<file path="src/rtl/srq_scheduler.sv">
// ---------------------------------------------------------------------------
// srq_scheduler
//   Round-robin service-request scheduler for the embedded CPU. Latches
//   one-cycle SRQ pulses from CHANS demodulator channels plus the host, and
//   grants one service at a time. The CPU reads gnt_id and answers with done.
//   The host request has absolute priority. The channels are served
//   round-robin from a pointer that moves past each channel it serves.
//   Overruns (a request arriving while the same one is still pending) and
//   stalled grants (no done within 2**TMO_W-1 cycles) are recorded as
//   sticky status.
//
// Ports
//   clk        system clock
//   rst        asynchronous active-low reset
//   srq_in     request pulses; [CHANS] = host, [CHANS-1:0] = channels
//   srq_mask   channel enables (the host is never masked)
//   hold       blocks new grants; an outstanding grant is unaffected
//   done       CPU finished servicing gnt_id
//   clr        clears overrun, drop_cnt and tmo_flag
//   gnt_valid  a grant is outstanding
//   gnt_id     granted index (CHANS = host); meaningful while gnt_valid
//   pending    latched unserviced requests
//   overrun    sticky per-channel overrun flags
//   drop_cnt   saturating count of overrun events
//   tmo_flag   sticky: a grant timed out without done
// ---------------------------------------------------------------------------
module srq_scheduler #(
  parameter int CHANS = 12,
  parameter int TMO_W = 10
) (
  input  logic             clk,
  input  logic             rst,
  input  logic [CHANS:0]   srq_in,
  input  logic [CHANS-1:0] srq_mask,
  input  logic             hold,
  input  logic             done,
  input  logic             clr,
  output logic             gnt_valid,
  output logic [3:0]       gnt_id,
  output logic [CHANS:0]   pending,
  output logic [CHANS-1:0] overrun,
  output logic [7:0]       drop_cnt,
  output logic             tmo_flag
);

  generate
    if (CHANS < 1 || CHANS > 15 || TMO_W < 2) begin : g_param_check
      $error("srq_scheduler: CHANS must be 1..15 and TMO_W must be >= 2");
    end
  endgenerate

  typedef enum logic {IDLE, GRANT} state_t;

  localparam logic [3:0]       HOST_ID  = 4'(CHANS);
  localparam logic [3:0]       LAST_CH  = 4'(CHANS - 1);
  localparam logic [CHANS:0]   ONE_HOT0 = {{CHANS{1'b0}}, 1'b1};
  // The counter starts at 0 in the first GRANT cycle, so this value marks
  // the (2**TMO_W-1)-th cycle in GRANT.
  localparam logic [TMO_W-1:0] TMO_LAST = {{(TMO_W-1){1'b1}}, 1'b0};

  state_t           state_q;
  logic [3:0]       ptr_q;
  logic [TMO_W-1:0] tmo_cnt_q;
  logic             gnt_valid_q;
  logic [3:0]       gnt_id_q;
  logic [CHANS:0]   pending_q, pending_d;
  logic [CHANS-1:0] overrun_q, overrun_d;
  logic [7:0]       drop_cnt_q, drop_cnt_d;
  logic             tmo_flag_q;

  logic [CHANS:0]   mask_full;
  logic [CHANS:0]   eligible;
  logic [CHANS:0]   clear_vec;
  logic [CHANS:0]   ovr_ev;
  logic [3:0]       winner;
  logic             found;
  logic             grant_go;
  logic [4:0]       sum;
  logic [7:0]       drop_base;
  logic [3:0]       ptr_next;
  logic             timeout;

  always_comb begin
    mask_full = {1'b1, srq_mask};
    eligible  = pending_q & mask_full;
    winner    = '0;
    found     = 1'b0;
    sum       = '0;
    if (eligible[CHANS]) begin
      winner = HOST_ID;
      found  = 1'b1;
    end else begin
      // Scan upward from ptr, wrapping at CHANS-1; the first hit wins.
      for (int unsigned k = 0; k < CHANS; k++) begin
        sum = {1'b0, ptr_q} + 5'(k);
        if (sum >= 5'(CHANS)) begin
          sum = sum - 5'(CHANS);
        end
        if (!found && eligible[sum[3:0]]) begin
          winner = sum[3:0];
          found  = 1'b1;
        end
      end
    end

    grant_go  = (state_q == IDLE) && !hold && found;
    clear_vec = grant_go ? (ONE_HOT0 << winner) : '0;

    // A request landing on the bit being granted re-pends it instead of
    // counting as an overrun.
    ovr_ev    = srq_in & pending_q & mask_full & ~clear_vec;
    pending_d = mask_full & ((pending_q & ~clear_vec) | srq_in);

    // clr and a same-cycle overrun: the new event survives the clear.
    overrun_d  = (clr ? '0 : overrun_q) | ovr_ev[CHANS-1:0];
    drop_base  = clr ? '0 : drop_cnt_q;
    drop_cnt_d = (|ovr_ev && drop_base != 8'hFF) ? drop_base + 8'd1 : drop_base;

    ptr_next = (gnt_id_q == LAST_CH) ? '0 : gnt_id_q + 4'd1;
    timeout  = (tmo_cnt_q == TMO_LAST);
  end

  always_ff @(posedge clk or negedge rst) begin
    if (!rst) begin
      state_q     <= IDLE;
      ptr_q       <= '0;
      tmo_cnt_q   <= '0;
      gnt_valid_q <= 1'b0;
      gnt_id_q    <= '0;
      pending_q   <= '0;
      overrun_q   <= '0;
      drop_cnt_q  <= '0;
      tmo_flag_q  <= 1'b0;
    end else begin
      pending_q  <= pending_d;
      overrun_q  <= overrun_d;
      drop_cnt_q <= drop_cnt_d;
      if (clr) begin
        tmo_flag_q <= 1'b0;
      end
      case (state_q)
        IDLE: begin
          if (grant_go) begin
            gnt_id_q    <= winner;
            gnt_valid_q <= 1'b1;
            tmo_cnt_q   <= '0;
            state_q     <= GRANT;
          end
        end
        GRANT: begin
          tmo_cnt_q <= tmo_cnt_q + TMO_W'(1);
          if (done || timeout) begin
            gnt_valid_q <= 1'b0;
            state_q     <= IDLE;
            if (gnt_id_q != HOST_ID) begin
              ptr_q <= ptr_next;
            end
            // done wins over a coincident timeout.
            if (!done) begin
              tmo_flag_q <= 1'b1;
            end
          end
        end
        default: state_q <= IDLE;
      endcase
    end
  end

  assign gnt_valid = gnt_valid_q;
  assign gnt_id    = gnt_id_q;
  assign pending   = pending_q;
  assign overrun   = overrun_q;
  assign drop_cnt  = drop_cnt_q;
  assign tmo_flag  = tmo_flag_q;

endmodule

</file>
<file path="config.mk">
export PLATFORM = sky130hd
export DESIGN_NAME = srq_scheduler
export DESIGN_NICKNAME = d
export VERILOG_FILES = /design/src/rtl/srq_scheduler.sv
export SDC_FILE = /design/constraint.sdc
export NUM_CORES = 1
export LEC_CHECK = 0
export CAP_MARGIN = 5
export CORE_MARGIN = 2
export CORE_UTILIZATION = 30
export DETAILED_ROUTE_END_ITERATION = 8
export GPL_TIMING_DRIVEN = 0
export PLACE_DENSITY_LB_ADDON = 0.08
export SETUP_SLACK_MARGIN = 0.1
export SYNTH_ARGS = -nofsm -noshare
export SYNTH_HDL_FRONTEND = slang
export SYNTH_SLANG_ARGS = --single-unit
</file>
<file path="constraint.sdc">
create_clock -name clk -period 15.9 [get_ports clk]
set_clock_uncertainty 0.05 [all_clocks]
set_input_delay 3.975 -clock clk [delete_from_list [all_inputs] [get_ports clk]]
set_output_delay 3.975 -clock clk [all_outputs]
set_load 0.02 [all_outputs]
</file>
==> flow_summary.ini, run 1 <==
[final_layout]
areaGrowthSynthToFinish_pct = 20.4
stdcell_count = 947
antenna_cells = 0
drive_above_1_share_pct = 12.3
utilization_pct = 36.9
final_nets = 776

[synthesis]
synth_area_um2 = 5520
ys_async_sr_fraction_pct = 100
ys_seq_area_share_pct = 24.5
syn_nets = 700
syn_area_per_cell_um2 = 8.61
synth_top_area_share_pct = 24.5
synth_seq_cells = 54
netlist_top_cells_area = dfrtp_1 24%, ha_1 6.6%, mux4_2 6.5%
ys_types = 95
synth_top_area_cell = dfrtp_1
syn_inst = 641
synthFlopType = dfrtp_1
yosys_warnings = 0
synth-edff-count = 0

[critical_path]
crit_top_cell = buf_2
critPathKind = in2reg
cp_slowest_cell = o311ai_1
critical_path_arrival_ns = 9.04
critPathMaxStageDelay_ns = 0.67
critPathMaxFanout = 9
end_kind = flop
crit_buf_inv = 4
critPathRequiredTime_ns = 16.04
worstSetupStartpointType = primary input
crit_chain = clkdlybuf4s50_1, nand2_1, mux4_2, o311ai_1, a21oi_1, and3_1, buf_2, a32o_1, a211oi_2, inv_1, nor2_1, o221ai_1, or4_1, buf_2, nand4_1, mux2_1
critPathTopFamily = compound AO/OA/AOI/OAI gates

[place]
placedCellCount = 939
port_buffers = 68
dp_hpwl_mm = 15.7
globalplace.congestion = 0.889
pre_cts_ws_ns = 6.70

[sta]
fin_setup_tns_ns = 0
max_freq_ghz = 0.112
min_period_over_period_pct = 56.0
min_period_ns = 8.90
slew-limit-headroom_pct = 52.3
maxSlewViolCount = 0
setup_viol = 0
rsz0062_at_grt = false
layout_setup_ws_ns = 7.00
finalHoldViolations = 0
worstMarginPinSlew_ns = 0.705

[flow_run]
max-cap-violations = 0

[power_and_ir_drop]
p_sw_share_pct = 55.4
power_density_nw_per_um2 = 218
switchingPower_mw = 0.803
intPower_mw = 0.647
comb_power_share_pct = 78.6
p_leak_nw = 2.61
p_seq_share_pct = 13.5
ir_drop_mv = 0.116
power_frac_clock_pct = 7.8

[grt]
grt_max_degree = 36
antenna_found_initial = 0
first_global_vias = 5337
grt.overflow.total = 0
grt_pass1_wl_mm = 30.8
grt.total_usage_pct = 20.2

[clock_tree]
cts.path.max_buffers = 2
cts_sinks = 54
post-cts-setup-buffers = 0
postCtsHoldBufs = 0
cts_made_buffers = 5
htreeDepth = 2
path_clk_slew_ns = 0.08
worstSkewPairLatency_ns = 0.30
cts_tree = built
clk_root_buffer_cell = clkbuf_16
cts_resized = 0

[floorplanning]
die_width_um = 140
start_util_pct = 30.6
fp.coreArea_um2 = 18000
io_pins = 69
dieArea_um2 = 19500
core.rowCount = 49
die_y_um = 140

[status]
status = completed

[detailed_routing]
wl_per_cell_um = 20.9
routed_wl_mm = 19.8
drc = 0
drt_pass1_iterations = 5
antenna_left = 0
via_count = 5402
avgViaCountPerCell = 5.70
drt_iter0_drc = 335

[worst_hold_path]
min_path_type = reg2reg
[flip-flops by register name, indices dropped and copies added (netlist names)]
signal,cells
tmo_flag,1
gnt_id,4
drop_cnt,8
pending,13
state_q,1
gnt_valid,1
overrun,12
ptr_q,4
tmo_cnt_q,10
[cell usage after synthesis (4+ instances only)]
library cell and n:
xnor2_1 15, and4_1 4, nand4b_1 4, or3_1 6, buf_6 4, ha_1 29
a21o_1 6, mux2_2 6, o22ai_1 10, dfrtp_1 54, inv_2 5, inv_1 31
nand2b_1 10, a31oi_1 9, clkbuf_1 8, nand3_1 32, nand4_1 8, a21oi_1 28
mux4_2 16, o21a_1 17, a22oi_1 4, o211ai_1 9, and3_1 6, mux2i_1 7
nor2_1 29, and2_1 18, o211ai_2 4, buf_2 7, nor3_1 13, nand2_1 70
nor2b_1 20, a311oi_1 6, o21ai_1 5, o21ai_0 38
[routing by layer]
layer  routed length [um]  up-vias  part of all wire [%]  global-route usage (%)
li1                     -     2553                     -                       -
met1                 8970     2656                    45                    27.7
met2                 9360      165                    47                    33.4
met3                 1010       28                   5.1                    2.79
met4                  455        0                   2.3                    5.89
met5                    0        -                     0                       0
[cell usage in the layout, fill, tap and decap left out, drive strengths merged, types with 5 or more instances in the layout]
cell type and instances:
nand3 32, o22ai 10, mux2i 7, a31oi 9
nand2 72, nand2b 11, o211ai 13, and3 6
ha 29, a311oi 6, and2 18, a21o 6
xnor2 16, a41oi 5, inv 37, clkbuf 14
clkdlybuf4s50 67, nor2 29, nand4 9, nor2b 20
dfrtp 54, o21ai 45, mux2 11, a21oi 30
buf 18, or3 6, nor3 14, o21a 17
mux4 16
[logic make-up (layout without fill, tap and decap cells)]
family	after synthesis	count (layout)	synth area share [%]
buffers and inverters	60	137	5.19
muxes	34	34	10.2
adders and majority gates	29	29	6.57
AOI/OAI and AO/OA	193	193	25.3
xor gates and xnor gates	20	20	3.45
and+or+nand+nor	251	251	24.8
DFF	54	54	24.5
[worst reg2reg max path, cell delays in order (launching register included)]
cell and delay, ns:
dfrtp_1 0.78, inv_2 0.31, ha_1 0.33, xor2_2 0.39, inv_2 0.16, ha_1 0.22
and2_1 0.16, or4_4 0.52, o21a_1 0.26, o211ai_2 0.30, nand4_2 0.24, a311oi_1 0.32
o21ai_1 0.12, a221oi_2 0.38, buf_4 0.26, o21ai_2 0.12, nor2_1 0.34, o221ai_1 0.19
or4_1 0.53, buf_2 0.20, nand4_1 0.12, mux2_1 0.32
[per-stage QoR]
stage	total power, mW	hold WS [ns]	area, um2
detailed placement	1.32	0.423	6500
finish	1.45	0.445	6650
global placement	1.32	0.416	6490
floorplan	0.999	0.478	5520
CTS	1.45	0.450	6650
global route	1.57	0.523	6650
[final cells by class]
class	count	area [um2]
well taps	229	287
multi-input cells	527	3880
repair buffers	69	696
clock inverters	2	16.3
clock buffers	6	129
inverters	36	135
fillers	1876	11400
flip-flops and latches	54	1350
plain buffers	24	151
[worst paths after layout]
check | from | end | slack [ns] | cells past startpoint
worst min register to register | gnt_valid$_DFFE_PN0P_ | gnt_valid$_DFFE_PN0P_ | 0.44 | 2
max in group asynchronous | rst | tmo_cnt_q[3]$_DFFE_PN0P_ | 11.63 | 2
min in group asynchronous | rst | drop_cnt[3]$_DFF_PN0_ | 3.59 | 1
worst min-delay path | gnt_valid$_DFFE_PN0P_ | gnt_valid$_DFFE_PN0P_ | 0.44 | 2
worst max-delay path | srq_mask[11] | drop_cnt[3]$_DFF_PN0_ | 7.00 | 16
worst max register to register | ptr_q[1]$_DFFE_PN0P_ | drop_cnt[3]$_DFF_PN0_ | 9.18 | 21
[power by group through the flow]
stage | clock (mW) | sequential [mW] | combinational [mW]
4_1_cts | 0.117 | 0.196 | 1.13
3_5_place_dp | 0 | 0.198 | 1.13
5_1_grt | 0.123 | 0.200 | 1.25
2_1_floorplan | 0 | 0.204 | 0.795
6_report | 0.114 | 0.196 | 1.14
3_3_place_gp | 0 | 0.198 | 1.12
(Power assumes the default switching activity.)
==> inputs of run 2 (changes only) <==
==> constraint.sdc (replaced) <==
create_clock -name clk -period 8.4 [get_ports clk]
set_clock_uncertainty 0.05 [all_clocks]
set_input_delay 2.1 -clock clk [delete_from_list [all_inputs] [get_ports clk]]
set_output_delay 2.1 -clock clk [all_outputs]
set_load 0.02 [all_outputs]
==> results of run 2 <==
Same layout as run 1 (identical final DEF). Status: completed.
Among the figures that moved: setup slack after placement 6.70 ns -> 1.08 ns; setup slack after layout 7.00 ns -> 1.37 ns; register-to-register setup slack 9.18 ns -> 1.68 ns; total power 1.45 mW -> 2.74 mW; worst IR drop on VDD 0.116 mV -> 0.219 mV
==> inputs of run 3 (changes only) <==
==> constraint.sdc (replaced) <==
create_clock -name clk -period 5.9 [get_ports clk]
set_clock_uncertainty 0.05 [all_clocks]
set_input_delay 1.475 -clock clk [delete_from_list [all_inputs] [get_ports clk]]
set_output_delay 1.475 -clock clk [all_outputs]
set_load 0.02 [all_outputs]
==> run 3 against run 2 <==
Sequential cell count did not move; utilization rose by 5.0 points; die area unchanged; routed wire length rose by 5.6%; sequential share of layout area decreased by 2.3 points; via count grew 3.9%; combinational power increased by 92%.
==> flow_summary.ini, run 3 (same netlist as run 1, synthesis figures left out) <==
[grt]
grt.total_usage_pct = 20.8
first_global_vias = 5495
grt_max_degree = 36
grt.overflow.total = 0
antenna_found_initial = 0
grt_pass1_wl_mm = 31.7

[final_layout]
areaGrowthSynthToFinish_pct = 36.6
antenna_cells = 0
post-route-cell-area_um2 = 7540
largest_register_ffs = 13
final_nets = 825
drive_above_1_share_pct = 26.5
final_common_cell = nand2_1
final_cell_mix = 65 x nand2_1, 55 x clkdlybuf4s50_1, 51 x dfrtp_1

[critical_path]
startpoint = srq_mask[0]
critPathMaxFanout = 9
crit_chain = dlygate4sd2_1, nand2_2, mux4_2, mux4_2, a21bo_4, a311oi_1, a311oi_1, a32o_2, and3b_2, nand2b_4, buf_6, o311ai_4, nand3_1, or4_4, buf_6, nand4_1, mux2_1
critPathKind = in2reg
r2r_cells = 22
crit_end = drop_cnt[3]$_DFF_PN0_
timing.rr.end = drop_cnt[3]$_DFF_PN0_
worstSetupStartpointType = primary input
reg2reg_slack_ns = 0.30
end_kind = flop
reg2reg_from = ptr_q[1]$_DFFE_PN0P_
critPathMaxStageDelay_ns = 0.58
cp_slowest_cell = mux4_2
critical_path_arrival_ns = 5.83
critPathRequiredTime_ns = 6.04

[sta]
worstMarginPinSlew_ns = 0.801
rsz0062_at_grt = false
min_period_over_period_pct = 96.4
min_period_ns = 5.69
setup_viol = 0
finalHoldViolations = 0
slew-limit-headroom_pct = 46.2
max_freq_ghz = 0.176
fin_setup_tns_ns = 0
maxSlewViolCount = 0
layout_setup_ws_ns = 0.210

[power_and_ir_drop]
p_sw_share_pct = 53.3
p_seq_share_pct = 10.5
intPower_mw = 2.33
power_frac_clock_pct = 6.2
power_density_nw_per_um2 = 661
p_leak_nw = 2.93
comb_power_share_pct = 83.2
finalPower_mw = 4.98
ir_drop_mv = 0.441
switchingPower_mw = 2.66

[flow_run]
max-cap-violations = 0

[clock_tree]
cts_sinks = 54
postCtsHoldBufs = 0
cts_made_buffers = 5
path_clk_slew_ns = 0.08
worstSkewPairLatency_ns = 0.30
cts.path.max_buffers = 2
clk_root_buffer_cell = clkbuf_16
cts_tree = built
htreeDepth = 2

[detailed_routing]
drt_iter0_drc = 326
antenna_left = 0
via_count = 5614
wl_met2_mm = 9.94
wl_met1_mm = 9.78
highest_layer = met4
drt_pass1_iterations = 4
routed_wl_mm = 20.9
drc = 0
wl_per_cell_um = 21.0
avgViaCountPerCell = 5.64
met3_length_um = 728

[floorplanning]
core.rowCount = 49
dieArea_um2 = 19500
start_util_pct = 30.6
io_pins = 69
die_y_um = 140
die_width_um = 140
fp.coreArea_um2 = 18000

[place]
pre_cts_ws_ns = -0.799
port_buffers = 68
globalplace.congestion = 0.889
placed_area_um2 = 6500
dp_hpwl_mm = 15.7

[status]
status = completed

[worst_hold_path]
min_path_type = reg2reg
run 3: cell count changes in the layout (fill, tap and decap cells not counted), sizes merged, moves of 2 or more:
cell | before | now
clkdlybuf4s15 | 0 | 2
clkdlybuf4s50 | 67 | 55
clkbuf | 14 | 18
buf | 18 | 65
dlygate4sd2 | 0 | 8
run 3: per-stage QoR:
| step | util (%) | instances | hold slack, ns |
|---|---|---|---|
| finish | 41.8 | 996 | 0.445 |
| detailed placement | 36.1 | 939 | 0.423 |
| floorplan | - | 641 | 0.478 |
| global route | 41.8 | 996 | 0.523 |
| global placement | 36.0 | 938 | 0.416 |
| CTS | 39.2 | 966 | 0.450 |
run 3: layout make-up:
type                       instances  area [um2]
buffer                            24         176
clock buffer                       6         129
clock inverter                     2        16.3
fill                            1816       10500
inverter                          36         149
multi-input combinational        527        4380
sequential                        54        1360
tap                              229         287
timing repair buffer             118        1040
run 3: worst min path at each step:
stage                                   from                  endpoint  slack, ns  depth (start not counted)
floorplan           tmo_cnt_q[7]$_DFFE_PN0P_  tmo_cnt_q[7]$_DFFE_PN0P_       0.48                          2
global placement       gnt_valid$_DFFE_PN0P_     gnt_valid$_DFFE_PN0P_       0.42                          2
detailed placement     gnt_valid$_DFFE_PN0P_     gnt_valid$_DFFE_PN0P_       0.42                          2
CTS                    gnt_valid$_DFFE_PN0P_     gnt_valid$_DFFE_PN0P_       0.45                          2
global route            overrun[9]$_DFF_PN0_      overrun[9]$_DFF_PN0_       0.52                          2
finish                 gnt_valid$_DFFE_PN0P_     gnt_valid$_DFFE_PN0P_       0.45                          2
run 3: power groups by stage:
stage / clock [mW] / combinational [mW] / sequential, mW
3_3_place_gp: 0 / 3.02 / 0.535
2_1_floorplan: 0 / 2.14 / 0.549
4_1_cts: 0.315 / 3.49 / 0.534
5_1_grt: 0.332 / 4.44 / 0.537
3_5_place_dp: 0 / 3.03 / 0.535
6_report: 0.309 / 4.15 / 0.525
run 3: layer usage:
layer  vias to the layer above  track usage [%]
met3                        26             2.41
met4                         0             5.68
met5                         -                0
met1                      2796             28.5
li1                       2650                -
met2                       142             34.7
run 3: worst max-delay path, delay by kind of cell:
family / cells / cell delay [ns]
AOI/OAI and AO/OA: 5 / 1.24
muxes: 3 / 1.43
buffers and inverters: 3 / 0.53
and+or+nand+nor: 6 / 1.14
run 3: repair_timing:
item,4_1_cts,5_1_grt
setup endpoints to repair,8,8
pin swaps,21,28
resized for setup,76,57
cloned,0,1
setup buffers,19,29
